--- config.mk ---
export PLATFORM = sky130hd
export DESIGN_NAME = wbk_pipe
export DESIGN_NICKNAME = d
export VERILOG_FILES = /design/src/rtl/core_pkg.sv /design/src/rtl/fwd_mux.sv /design/src/rtl/wbk_pipe.sv
export SDC_FILE = /design/constraint.sdc
export NUM_CORES = 1
export LEC_CHECK = 0
export BUFFER_PORTS_ARGS = -buffer_cell sky130_fd_sc_hd__buf_2
export CAP_MARGIN = 30
export CORE_ASPECT_RATIO = 0.75
export CORE_MARGIN = 10
export CORE_UTILIZATION = 50
export CTS_BUF_LIST = sky130_fd_sc_hd__clkbuf_8 sky130_fd_sc_hd__clkbuf_16
export CTS_CLUSTER_SIZE = 24
export DETAILED_ROUTE_END_ITERATION = 16
export GPL_ROUTABILITY_DRIVEN = 0
export GPL_TIMING_DRIVEN = 0
export PLACE_DENSITY = 0.87
export SLEW_MARGIN = 5
export SYNTH_ARGS = -nofsm -noshare
export SYNTH_HDL_FRONTEND = slang
export SYNTH_SLANG_ARGS = --single-unit
--- constraint.sdc ---
create_clock -name clk -period 6.2 [get_ports clk]
set_input_delay 1.24 -clock clk [delete_from_list [all_inputs] [get_ports clk]]
set_output_delay 1.24 -clock clk [all_outputs]
set_load 0.03 [all_outputs]
--- src/rtl/core_pkg.sv ---
`default_nettype none
// ============================================================================
//  Module      : core_pkg
//  Description : Shared core definitions used by the hazard controller and
//                the writeback pipeline: forward-select encoding, the
//                MEM-stage load FSM encoding and the default datapath width.
//  Revision    : 1.0 - initial release
// ============================================================================
package core_pkg;

   // Default datapath width
   localparam int CORE_XLEN = 32;

   // Forward-select encoding shared with the hazard controller
   localparam logic [1:0] FWD_RF  = 2'b00;
   localparam logic [1:0] FWD_WB  = 2'b01;
   localparam logic [1:0] FWD_MEM = 2'b10;
   localparam logic [1:0] FWD_RSV = 2'b11;

   // MEM-stage load sequencer states
   typedef enum logic [0:0] {
      M_IDLE = 1'b0,
      M_WAIT = 1'b1
   } mem_state_e;

endpackage : core_pkg
`default_nettype wire

--- src/rtl/fwd_mux.sv ---
`default_nettype none
// ============================================================================
//  Module      : fwd_mux
//  Description : 4:1 combinational operand select feeding one ALU input.
//                Reserved select (2'b11) falls back to register-file data.
//  Revision    : 1.0 - initial release
// ============================================================================
module fwd_mux
   import core_pkg::*;
#(
   parameter int XLEN = CORE_XLEN
)(
   input  logic [1:0]      i_sel,
   input  logic [XLEN-1:0] i_rf_data,
   input  logic [XLEN-1:0] i_wb_data,
   input  logic [XLEN-1:0] i_mem_data,
   output logic [XLEN-1:0] o_data
);

   // Select the operand source named by the hazard controller
   always_comb begin
      o_data = i_rf_data;
      case (i_sel)
         FWD_WB:  o_data = i_wb_data;
         FWD_MEM: o_data = i_mem_data;
         default: o_data = i_rf_data;
      endcase
   end

endmodule : fwd_mux
`default_nettype wire

--- src/rtl/wbk_pipe.sv ---
`default_nettype none
// ============================================================================
//  Module      : wbk_pipe
//  Description : MEM and WB pipeline registers, rd/wen publication to the
//                hazard controller, rs1/rs2 operand forwarding and the
//                multi-cycle load sequencer that stalls F/D/E while waiting.
//  Config      : WBK_LOAD_TIMEOUT_EN - adds a load-wait counter, the
//                TIMEOUT_CYCLES parameter and the o_dmem_err output.
//  Revision    : 1.0 - initial release
// ============================================================================
module wbk_pipe
   import core_pkg::*;
#(
   parameter int XLEN = CORE_XLEN
`ifdef WBK_LOAD_TIMEOUT_EN
   ,parameter int TIMEOUT_CYCLES = 255
`endif
)(
   input  logic            clk,
   input  logic            rst,
   input  logic            i_ex_valid,
   input  logic [4:0]      i_ex_rdidx,
   input  logic            i_ex_rdwen,
   input  logic            i_ex_is_load,
   input  logic [XLEN-1:0] i_ex_result,
   input  logic            i_dmem_rvalid,
   input  logic [XLEN-1:0] i_dmem_rdata,
   input  logic [1:0]      i_fwd_rs1_e,
   input  logic [1:0]      i_fwd_rs2_e,
   input  logic [XLEN-1:0] i_rs1_rdata,
   input  logic [XLEN-1:0] i_rs2_rdata,
   output logic [XLEN-1:0] o_rs1_fwd,
   output logic [XLEN-1:0] o_rs2_fwd,
   output logic [4:0]      o_rdidx_mem,
   output logic            o_rdwen_mem,
   output logic [4:0]      o_rdidx_wb,
   output logic            o_rdwen_wb,
   output logic [XLEN-1:0] o_wb_data,
   output logic            o_mem_busy
`ifdef WBK_LOAD_TIMEOUT_EN
   ,output logic           o_dmem_err
`endif
);

   mem_state_e      state_q,      state_d;
   logic [4:0]      mem_rdidx_q,  mem_rdidx_d;
   logic            mem_rdwen_q,  mem_rdwen_d;
   logic [XLEN-1:0] mem_result_q, mem_result_d;
   logic [4:0]      wb_rdidx_q,   wb_rdidx_d;
   logic            wb_rdwen_q,   wb_rdwen_d;
   logic [XLEN-1:0] wb_data_q,    wb_data_d;

   logic            w_in_wait;
   logic            w_timeout;
   logic            w_busy;
   logic [XLEN-1:0] w_mem_data;

   // MEM-stage data view: load data while waiting, ALU result otherwise
   always_comb begin
      w_in_wait  = (state_q == M_WAIT);
      w_mem_data = w_in_wait ? i_dmem_rdata : mem_result_q;
   end

`ifdef WBK_LOAD_TIMEOUT_EN
   localparam int CNT_W = ($clog2(TIMEOUT_CYCLES + 1) > 8) ? $clog2(TIMEOUT_CYCLES + 1) : 8;

   logic [CNT_W-1:0] wait_cnt_q, wait_cnt_d;

   // Timeout fires when the wait count has reached the limit; a same-cycle
   // rvalid takes priority and completes the load normally
   always_comb begin
      w_timeout = w_in_wait & ~i_dmem_rvalid & (wait_cnt_q == CNT_W'(TIMEOUT_CYCLES));
   end

   // Count stalled wait cycles; any non-stalled edge (including M_WAIT entry) clears
   always_comb begin
      wait_cnt_d = '0;
      if (w_busy) begin
         wait_cnt_d = wait_cnt_q + 1'b1;
      end
   end

   // Wait counter register
   always_ff @(posedge clk or posedge rst) begin
      if (rst) begin
         wait_cnt_q <= '0;
      end else begin
         wait_cnt_q <= wait_cnt_d;
      end
   end

   assign o_dmem_err = w_timeout;
`else
   // No timeout logic: the sequencer waits for rvalid indefinitely
   always_comb begin
      w_timeout = 1'b0;
   end
`endif

   // Stall while waiting for load data, unless this cycle completes or times out
   always_comb begin
      w_busy = w_in_wait & ~i_dmem_rvalid & ~w_timeout;
   end

   // Next-state logic for the load FSM and the MEM/WB pipeline registers
   always_comb begin
      state_d      = state_q;
      mem_rdidx_d  = mem_rdidx_q;
      mem_rdwen_d  = mem_rdwen_q;
      mem_result_d = mem_result_q;
      wb_rdidx_d   = wb_rdidx_q;
      wb_rdwen_d   = wb_rdwen_q;
      wb_data_d    = wb_data_q;
      if (w_busy) begin
         // MEM holds the pending load; WB retires its entry once, then bubbles
         wb_rdwen_d = 1'b0;
      end else begin
         // Writes to x0 are dropped here so they never appear on the interface
         mem_rdidx_d  = i_ex_rdidx;
         mem_rdwen_d  = i_ex_valid & i_ex_rdwen & (i_ex_rdidx != 5'd0);
         mem_result_d = i_ex_result;
         wb_rdidx_d   = mem_rdidx_q;
         wb_rdwen_d   = mem_rdwen_q & ~w_timeout;
         wb_data_d    = w_mem_data;
         state_d      = (i_ex_valid & i_ex_is_load) ? M_WAIT : M_IDLE;
      end
   end

   // State and pipeline register update
   always_ff @(posedge clk or posedge rst) begin
      if (rst) begin
         state_q      <= M_IDLE;
         mem_rdidx_q  <= 5'd0;
         mem_rdwen_q  <= 1'b0;
         mem_result_q <= '0;
         wb_rdidx_q   <= 5'd0;
         wb_rdwen_q   <= 1'b0;
         wb_data_q    <= '0;
      end else begin
         state_q      <= state_d;
         mem_rdidx_q  <= mem_rdidx_d;
         mem_rdwen_q  <= mem_rdwen_d;
         mem_result_q <= mem_result_d;
         wb_rdidx_q   <= wb_rdidx_d;
         wb_rdwen_q   <= wb_rdwen_d;
         wb_data_q    <= wb_data_d;
      end
   end

   assign o_rdidx_mem = mem_rdidx_q;
   assign o_rdwen_mem = mem_rdwen_q;
   assign o_rdidx_wb  = wb_rdidx_q;
   assign o_rdwen_wb  = wb_rdwen_q;
   assign o_wb_data   = wb_data_q;
   assign o_mem_busy  = w_busy;

   fwd_mux #(.XLEN(XLEN)) u_fwd_rs1 (
      .i_sel      (i_fwd_rs1_e),
      .i_rf_data  (i_rs1_rdata),
      .i_wb_data  (wb_data_q),
      .i_mem_data (w_mem_data),
      .o_data     (o_rs1_fwd)
   );

   fwd_mux #(.XLEN(XLEN)) u_fwd_rs2 (
      .i_sel      (i_fwd_rs2_e),
      .i_rf_data  (i_rs2_rdata),
      .i_wb_data  (wb_data_q),
      .i_mem_data (w_mem_data),
      .o_data     (o_rs2_fwd)
   );

endmodule : wbk_pipe
`default_nettype wire
==> results.ini <==
[floorplan]
initial_core_util_pct = 52.4
core_um2 = 9230
boundaryPins = 252
design.die.area_um2 = 14000
rows = 30
dieWidth_um = 134
dieHeight_um = 105

[final_layout]
syn2layout_area_growth_pct = 36.0
final_common_cell = buf_2
layout-drive-gt1-share_pct = 40.1
utilization_pct = 71.2
final_cell_mix = buf_2 (269), nand2_1 (129), nor2_1 (96)
fin_nets = 998
nFillCells = 780

[timing]
setup_viol = 0
setup-tns-final_ns = 0
rsz0062_at_grt = false
period_needed_ns = 4.42
slew_violations = 0
period_share_pct = 71.2
slew_headroom_pct = 50.6
fmax_mhz = 226
hold_viol = 0
setup_ws_ns = 1.78
skew_ns = 0.00478
tightest_slew_ns = 0.742
fin_hold_ws_ns = 0.464

[route]
vias_per_cell = 5.29
vias = 5202
firstDrtPassIters = 5
ant_nets = 0
wl_per_cell_um = 18.8
first_iter_violations = 425
routed_wl_mm = 18.5
drc = 0

[pwr]
power.total_uw = 1870
ir_drop_uv = 192
power_density_nw_per_um2 = 284
p_leak_uw = 0.00369

[synth]
synth_xor_xnor_area_share_pct = 0
synth_top_family_by_area = compound AO/OA/AOI/OAI gates
syn_area_per_cell_um2 = 8.22
synth_cells = 588
synth_top_area_share_pct = 39.9
yosys_warnings = 0
synthSimpleGateAreaFrac_pct = 17.9
synth-edff-count = 0
synth_top_flop_cell = dfrtp_1
yosysTopAreaCell = dfrtp_1
ys_types = 23
synth_nets = 735
synthAdderAreaFrac_pct = 1.04
synthTopCellsByArea = dfrtp_1 (40%), nand2_1 (10%), mux2_4 (9.3%), a221oi_1 (8.3%), nor2_1 (7.5%)
syn-cell-area_um2 = 4830
muxShareOfSynthArea_pct = 9.78
synthArstFlopShare_pct = 100
synth.ff_latch_count = 77
yosysSeqAreaShare_pct = 39.9
synth_compound_area_share_pct = 20.8

[grt]
grt_max_degree = 41
first_global_vias = 5304
grt_pass1_wl_mm = 28.6
grt.total_usage_pct = 25.3
grt_antenna_before_repair = 1
grt_overflow = 0

[cts]
cts_buffer_depth = 2
htreeDepth = 3
clock-root-buffer = clkbuf_16
cts_setup_buffers = 0
ctsResizeCount = 0
numCtsBuffers = 9
cts_sinks = 77
clock_latency_ns = 0.34
cts_tree = built
hold_buffers = 0
clkTransAtPathRegs_ns = 0.06

[worst_setup_path]
crit_chain = buf_2 > inv_1 > ha_1 > clkbuf_1 > buf_1 > a221oi_1 > a21oi_1 > buf_2
crit_top_cell = buf_2
worst_ep_arrival_time_ns = 3.18
path_delay_family = buffers and inverters
crit_fanout = 10
crit_buf_inv = 5
r2r_slack_ns = 4.69
cpPeakStageDelay_ns = 0.51
critPathCaptureType = primary output
slowest_stage = clkbuf_1
worstPathRequired_ns = 4.96
worstSetupStartpointType = primary input
timing_worst_setup_path_type = in -> out

[flow_run]
cap_violations = 0

[place]
post-dp-hpwl_mm = 14.4
port_buffers = 251
pre_cts_slack_ns = 1.87

[worst_hold_path]
worstHoldPathType = reg -> reg

[outcome]
outcome = complete, no violations

-- metal layers --
| metal | vias up | GRT usage (%) | share of wire (%) |
|---|---|---|---|
| met5 | - | 0 | 0 |
| met4 | 0 | 6.67 | 1.3 |
| met3 | 21 | 10.1 | 11 |
| met2 | 274 | 41.7 | 47 |
| met1 | 2418 | 29.9 | 40 |
| li1 | 2489 | - | - |
-- kinds of logic (layout without fill, tap and decap cells) --
logic type | Yosys count | in the layout
compound gates | 130 | 130
fa+ha+maj | 4 | 4
buf+inv | 117 | 384
flops | 77 | 77
mux | 32 | 32
other cells | 0 | 1
simple gates | 228 | 228
-- cells in the mapped netlist (all sizes together), types with 4 or more instances --
cell type  instances
inv               70
clkbuf            22
a21oi             64
nand2            129
buf               25
mux2              32
a221oi            64
nor2              96
ha                 4
dfrtp             77
-- worst paths after layout --
| path | from | depth (start not counted) | end |
|---|---|---|---|
| setup / recovery | i_fwd_rs1_e[0] | 8 | o_rs1_fwd[12] |
| setup reg to reg | state_q | 7 | mem_result_q[5] |
| min in group asynchronous | rst | 2 | mem_result_q[3] |
| hold / removal | mem_result_q[31] | 2 | mem_result_q[31] |
| max in group asynchronous | rst | 3 | mem_result_q[12] |
| hold reg to reg | mem_result_q[31] | 2 | mem_result_q[31] |
-- registers in the layout, indices dropped and copies added, names as in the netlist --
name          cells
state_q           1
o_rdwen_mem       1
o_rdwen_wb        1
mem_result_q     32
o_rdidx_mem       5
o_rdidx_wb        5
o_wb_data        32
-- area by class of cell --
class | instances | area (um^2) | area share [%]
diodes | 1 | 2.50 | 0.0381
well taps | 128 | 160 | 2.44
repair buffers | 252 | 1280 | 19.4
plain buffers | 47 | 251 | 3.82
clock buffers | 11 | 253 | 3.84
clock inverters | 4 | 47.5 | 0.723
multi-input cells | 394 | 2390 | 36.4
inverters | 70 | 265 | 4.03
flip-flops and latches | 77 | 1930 | 29.3
-- per-stage QoR --
stage | cells | area, um^2
2_1_floorplan | 588 | 4830
3_3_place_gp | 967 | 6250
3_5_place_dp | 968 | 6270
4_1_cts | 983 | 6570
5_1_grt | 984 | 6580
6_report | 984 | 6580
-- tightest hold or removal path: stages, from the launching register on --
cell and delay (ns):
dfrtp_1 0.34, nand2_1 0.05, nand2_1 0.05
-- power breakdown --
part | leakage [uW] | total (uW) | internal (uW) | switching, uW
Sequential | 0.000907 | 617 | 564 | 53.4
Combinational | 0.00264 | 717 | 238 | 479
Clock | 0.000147 | 536 | 330 | 206
Total | 0.00369 | 1870 | 1130 | 738
Note: power is estimated with default switching activity, not from simulation.
